### config.mk
export PLATFORM = sky130hd
export DESIGN_NAME = alu_lockstep_sequencer
export DESIGN_NICKNAME = d
export VERILOG_FILES = /design/src/rtl/alu_lockstep_sequencer.sv
export SDC_FILE = /design/constraint.sdc
export NUM_CORES = 1
export LEC_CHECK = 0
export CORE_UTILIZATION = 25
export DETAILED_ROUTE_END_ITERATION = 8
export DONT_BUFFER_PORTS = 1
export HOLD_SLACK_MARGIN = 0.1
export PLACE_DENSITY = 0.4
export SLEW_MARGIN = 20
export SYNTH_ARGS = -nofsm -noshare
export SYNTH_HDL_FRONTEND = slang
export SYNTH_SLANG_ARGS = --single-unit
### constraint.sdc
create_clock -name wb_clk_i -period 1.7 [get_ports wb_clk_i]
set_input_delay 0.34 -clock wb_clk_i [delete_from_list [all_inputs] [get_ports wb_clk_i]]
set_output_delay 0.34 -clock wb_clk_i [all_outputs]
set_load 0.1 [all_outputs]
### src/rtl/alu_lockstep_sequencer.sv
// ---------------------------------------------------------------------------
// alu_lockstep_sequencer
//   Issues one operation at a time to a duplicated 8-bit ALU pair, compares the
//   two copies, re-executes on mismatch up to MAX_RETRY times and returns the
//   copy 0 result with a fault flag on a valid/ready response channel.
//
// Optional build macro: ALU_LOCKSTEP_INJECT_EN
//   Adds inj_en / inj_mask. The mask is XORed into the copy 1 result on the
//   compare path only, so lockstep faults can be provoked for self-test.
//
// Ports
//   wb_clk_i, wb_rst_ni         clock, synchronous active-low reset
//   req_valid/ready, req_a/b/sel   request channel
//   alu_a/b/sel                 registered operands to both ALU copies
//   alu0_out/carry, alu1_out/carry results from the two copies
//   resp_valid/ready, resp_data/carry/fault/retries   response channel
//   fault_cnt, fault_sticky, clr_fault   mismatch statistics and clear
//   inj_en, inj_mask            fault injection (macro builds only)
//
// state | meaning
// ------+--------------------------------------------------------
// IDLE  | ready for a request; latches operands on handshake
// EXEC  | settle cycle for the ALU copies
// CMP   | compare copies; retry, or capture the response
// RESP  | response valid and held until the consumer takes it
// ---------------------------------------------------------------------------
module alu_lockstep_sequencer #(
   parameter int DATA_W    = 8,
   parameter int MAX_RETRY = 3,
   parameter int CNT_W     = 8
) (
   input  logic              wb_clk_i,
   input  logic              wb_rst_ni,
`ifdef ALU_LOCKSTEP_INJECT_EN
   input  logic              inj_en,
   input  logic [DATA_W-1:0] inj_mask,
`endif
   input  logic              req_valid,
   output logic              req_ready,
   input  logic [DATA_W-1:0] req_a,
   input  logic [DATA_W-1:0] req_b,
   input  logic [1:0]        req_sel,
   output logic [DATA_W-1:0] alu_a,
   output logic [DATA_W-1:0] alu_b,
   output logic [1:0]        alu_sel,
   input  logic [DATA_W-1:0] alu0_out,
   input  logic              alu0_carry,
   input  logic [DATA_W-1:0] alu1_out,
   input  logic              alu1_carry,
   output logic              resp_valid,
   input  logic              resp_ready,
   output logic [DATA_W-1:0] resp_data,
   output logic              resp_carry,
   output logic              resp_fault,
   output logic [3:0]        resp_retries,
   output logic [CNT_W-1:0]  fault_cnt,
   output logic              fault_sticky,
   input  logic              clr_fault
);

   typedef enum logic [1:0] {
      ST_IDLE = 2'd0,
      ST_EXEC = 2'd1,
      ST_CMP  = 2'd2,
      ST_RESP = 2'd3
   } state_t;

   localparam logic [3:0] MAX_R = 4'(MAX_RETRY);

   state_t            state;
   state_t            state_nxt;
   logic [3:0]        retry_cnt;
   logic [DATA_W-1:0] alu1_cmp;
   logic              match;
   logic              retry_ok;
   logic              accept;
   logic              retry;
   logic              finish;
   logic              fault_inc;
   logic              fault_set;

`ifdef ALU_LOCKSTEP_INJECT_EN
   assign alu1_cmp = alu1_out ^ (inj_en ? inj_mask : '0);
`else
   assign alu1_cmp = alu1_out;
`endif

   assign match    = (alu0_out == alu1_cmp) && (alu0_carry == alu1_carry);
   assign retry_ok = (retry_cnt < MAX_R);

   always_ff @(posedge wb_clk_i) begin
      if (!wb_rst_ni) state <= ST_IDLE;
      else            state <= state_nxt;
   end

   always_comb begin
      state_nxt = state;
      case (state)
         ST_IDLE: if (req_valid)  state_nxt = ST_EXEC;
         ST_EXEC:                 state_nxt = ST_CMP;
         ST_CMP:  state_nxt = (!match && retry_ok) ? ST_EXEC : ST_RESP;
         ST_RESP: if (resp_ready) state_nxt = ST_IDLE;
         default:                 state_nxt = ST_IDLE;
      endcase
   end

   always_comb begin
      req_ready  = (state == ST_IDLE);
      resp_valid = (state == ST_RESP);
      accept     = (state == ST_IDLE) && req_valid;
      retry      = (state == ST_CMP) && !match && retry_ok;
      finish     = (state == ST_CMP) && (match || !retry_ok);
      fault_inc  = (state == ST_CMP) && !match;
      fault_set  = (state == ST_CMP) && !match && !retry_ok;
   end

   always_ff @(posedge wb_clk_i) begin
      if (!wb_rst_ni) begin
         alu_a        <= '0;
         alu_b        <= '0;
         alu_sel      <= '0;
         retry_cnt    <= '0;
         resp_data    <= '0;
         resp_carry   <= 1'b0;
         resp_fault   <= 1'b0;
         fault_cnt    <= '0;
         fault_sticky <= 1'b0;
      end else begin
         if (accept) begin
            alu_a     <= req_a;
            alu_b     <= req_b;
            alu_sel   <= req_sel;
            retry_cnt <= '0;
         end
         if (retry) retry_cnt <= retry_cnt + 4'd1;
         if (finish) begin
            resp_data  <= alu0_out;
            resp_carry <= alu0_carry;
            resp_fault <= !match;
         end
         // A clear in the same cycle as a compare drops that compare's count.
         if (clr_fault)                    fault_cnt <= '0;
         else if (fault_inc && !(&fault_cnt)) fault_cnt <= fault_cnt + 1'b1;
         // A new fault outranks a simultaneous clear.
         if (fault_set)      fault_sticky <= 1'b1;
         else if (clr_fault) fault_sticky <= 1'b0;
      end
   end

   assign resp_retries = retry_cnt;

endmodule
# == After elaboration in Yosys (flattened, before gate mapping) ==
# Cells that the tools add are included.
# word_totals
register_bits,43
latch_bits,0
ramBits,0
mem_bits_ro,0
input_bits,41
out_inout_bits,43
word_cells,47
n_memories,0
# op_classes
n_addsub,2
multipliers,0
div_mod_pow,0
order_cmp,1
n_eq_ne,7
shifts,0
n_mux,8
bitwise,1
reduce_logical,18
# ops
cell,count
$add 8x1->8 const B,1
$eq 8x8->1,1
$logic_and 1x1->1,8
$mux 4,2
$pmux 2 s4,1
$reduce_and 8->1,1
$mux 2,3
$add 4x1->4 const B,1
$eq 2x2->1 const B,2
$lt 4x2->1 const B,1
$reduce_bool 2->1,2
$logic_not 1->1,3
$eq 2x1->1 const B,1
$logic_not 2->1,1
$mux 1,2
$ne 2x1->1 const B,1
$ne 2x2->1 const B,1
$reduce_and 2->1,1
$reduce_or 2->1,1
$eq 1x1->1,1
$logic_or 1x1->1,1
$not 1->1,1

# == Depth between registers and ports, before layout ==
# depth
ltp_word,6
depth_mapped,6
mapped_depth_nobuf,6

# == Worst setup path after synthesis ==
# No wires, ideal clock.
# synth_timing
path_type,reg2reg
start,register state[0]
end,register alu_a[0]
setup_time_ps,76
t_arrival_ps,2624
required_time_ps,1624
path_slack_ps,-1000
path_stages_with_launch,7
path_buffers,2
period_less_slack_ps,2700
cell_sequence,dfxtp_1 -> nor2_1 -> and2_1 -> clkbuf_1 -> buf_1 -> nand2_1 -> a21boi_0
# synth_between
elab_chain_len,2
# synth_lines
element,line,source
from (decl),70,state_t state;
from (signal assigned),93,else state <= state_nxt;
$logic_not 2->1,--,
net req_ready,39,"output logic req_ready,"
$logic_and 1x1->1,110,accept = (state == ST_IDLE) && req_valid;
to (signal assigned),130,alu_a <= req_a;
to (decl),43,"output logic [DATA_W-1:0] alu_a,"
# The timed path passes the listed nets, and every way through them passes these cells.
# A chain may end at the register's enable or synchronous reset.

# == Final worst setup path ==
# layout_timing
start,register state[1]
end,register fault_cnt[7]
# layout_between
elab_chain_len,3
# layout_lines
element,line,source
$eq 2x2->1,113,fault_inc = (state == ST_CMP) && !match;
$logic_and 1x1->1,113,
$logic_and 1x1->1,143,else if (fault_inc && !(&fault_cnt)) fault_cnt <= fault_cnt + 1'b1;
to (signal assigned),143,
to (decl),56,"output logic [CNT_W-1:0] fault_cnt,"
# Every way passes these cells.

==> impl_metrics.ini <==
[drt]
drc_errors = 0
first_iter_violations = 62
viasPerCell = 4.35
first_pass_iters = 4
totalWireLength_mm = 4.56
vias = 1595
drtAntennaViolNets = 0
routedWlPerCell_um = 12.4

[clocking]
cts_sinks = 43
cts_tree = built
cts_buffer_depth = 2
ctsHoldBuffers = 0
cts_resized = 0
path_clk_slew_ns = 0.09
worstSkewPairLatency_ns = 0.29
postCtsSetupRepairBufs = 0
clk_root_buffer_cell = clkbuf_8
cts_buffers = 5
h-tree-depth = 2

[worst_setup_path]
cp_max_fo = 7
worst_ep_arrival_time_ns = 1.81
cp-end-kind = flop
critPathLaunchType = flop
worstPathRequired_ns = 1.92
path_class = flop to flop

[grt]
grt_max_degree = 48
grt_pass1_vias = 1476
overflow = 0
grt_pass1_wl_mm = 7.16
antenna_found_initial = 0
grt_usage_pct = 11.9

[yosys]
post-synth-top-count-cell = nand2_1
synth-edff-count = 0
syn-num-nets = 262
synthFlopType = dfxtp_1
synth-seq-cells = 43
synth_common_cells = nand2_1 (65), dfxtp_1 (43), a21boi_0 (21)
avgSynthCellArea_um2 = 8.72
yosys.area.top_type = dfxtp_1
yosysWarnings = 0
synth_cell_type_count = 39
netlist_area_um2 = 1910
syn_inst = 219
yosysSeqAreaShare_pct = 45.1
async_flop_share_pct = 0
ys_top_cells_by_area = dfxtp_1 (45%), nand2_1 (13%), a21boi_0 (8.3%)
synth_top_area_share_pct = 45.1

[timing]
setup_tns_ns = 0
timing.final.setup_violations = 0
fin_ws_ns = 0.117
hold_violations = 0
slew_violations = 0
rsz0062_at_grt = no
fmax_mhz = 632
skew_ns = 0.00602
finalCritPeriodShare_pct = 93.1
slew-limit-headroom_pct = 64.3
worst_slew_pin_slew_ns = 0.533
period_minus_slack_ns = 1.58

[die]
die_h_um = 89.4
dieWidth_um = 89.4
start_util_pct = 26.0
ios = 84
core_um2 = 7330
num_rows = 31
die-area_um2 = 7990

[power]
finalPower_mw = 2.14
p_leak_nw = 1.02
ir_drop_mv = 0.357
power_density_nw_per_um2 = 862

[run_status]
outcome = finished, final reports clean

[finish]
final_util_pct = 33.9
drive_gt1_share_pct = 29.5
nFillCells = 769
n_antenna_cell = 0
regArea_um2 = 876
multi_input_area_um2 = 1000
areaGrowthSynthToFinish_pct = 30.1
nets = 310

[flow_run]
maxCapViolCount = 0

[placement]
place_hpwl_mm = 3.28
dp_slack_ns = -0.0454
port_buffers = 0
place.gp.congestion = 0.690

[min_path]
hold_path_class = input port to flop
-- layout by cell type (no fill, tap or decap), drive strengths merged --
master  netlist  final
nand2        65     65
buf           2     52
dfxtp        43     43
a21boi       22     22
mux2i        12     12
xor2          9      9
nand3         8      8
nor2          6      6
clkbuf        9      5
and2          3      3
nor3          3      3
a21oi         3      3
nor2b         3      3
clkinv        0      3
a31oi         2      2
a21o          2      2
nand4b        2      2
nand2b        2      2
inv           2      2
o21ai         2      2
and3          2      2
ha            2      2
nor4          2      2
or2b          1      1
and4b         1      1
nor3b         1      1
nand4         1      1
nor4b         1      1
a31o          1      1
a41o          1      1
or3           1      1
o21a          1      1
o221a         1      1
o41ai         1      1
or4           1      1
o22ai         1      1
-- path summary, 6_finish.rpt --
check	start	end	slack (ns)	cells after the start
worst max register to register	state[1]	fault_cnt[7]	0.12	4
worst min register to register	alu_b[1]	alu_b[1]	0.47	2
worst max-delay path	state[1]	fault_cnt[7]	0.12	4
worst min-delay path	req_a[5]	alu_a[5]	0.18	2
-- area by class of cell --
class	count	area share, %
Clock inverter	3	0.604
Timing Repair Buffer	52	15.7
Sequential cell	43	35.2
Inverter	2	0.302
Clock buffer	5	2.77
Multi-Input combinational cell	163	40.4
Tap cell	99	4.98
-- routing by layer --
metal | track usage [%] | wire length, um | part of all wire, %
met5 | 0 | 0 | 0
met4 | 3.90 | 29 | 0.64
met3 | 4.25 | 338 | 7.4
met2 | 19.4 | 2060 | 45
met1 | 14.6 | 2140 | 47
-- worst max-delay path: stages (launching register included) --
cell and delay [ns]:
dfxtp_1 0.33, or2b_4 0.30, a31o_4 0.24, or4_1 0.51
a21boi_1 0.14
-- registers in the layout, summed over array words and instances, names as in the netlist --
register / cells
alu_a: 8
alu_b: 8
fault_cnt: 8
resp_data: 8
resp_retries: 4
alu_sel: 2
state: 2
fault_sticky: 1
resp_carry: 1
resp_fault: 1
-- stage by stage --
step | cell area [um^2] | cells | hold slack [ns]
2_1_floorplan | 1930 | 219 | 0.482
3_3_place_gp | 2400 | 359 | 0.451
3_5_place_dp | 2400 | 359 | 0.460
4_1_cts | 2480 | 367 | 0.153
5_1_grt | 2480 | 367 | 0.160
6_report | 2480 | 367 | 0.179
-- cell families after synthesis --
logic type                 synth area share [%]
AOI/OAI and AO/OA                          14.6
buffers and inverters                      2.75
muxes                                      6.29
DFF                                        45.1
adders and majority gates                  1.31
and+or+nand+nor                            25.8
xor gates and xnor gates                   4.13
-- power by group --
part           total (mW)  leakage [nW]  switching, mW  internal, mW
Clock               0.641        0.0477          0.360         0.282
Combinational       0.450         0.613          0.342         0.108
Sequential           1.05         0.356         0.0113          1.04
Power figures use the tool's default switching activity.
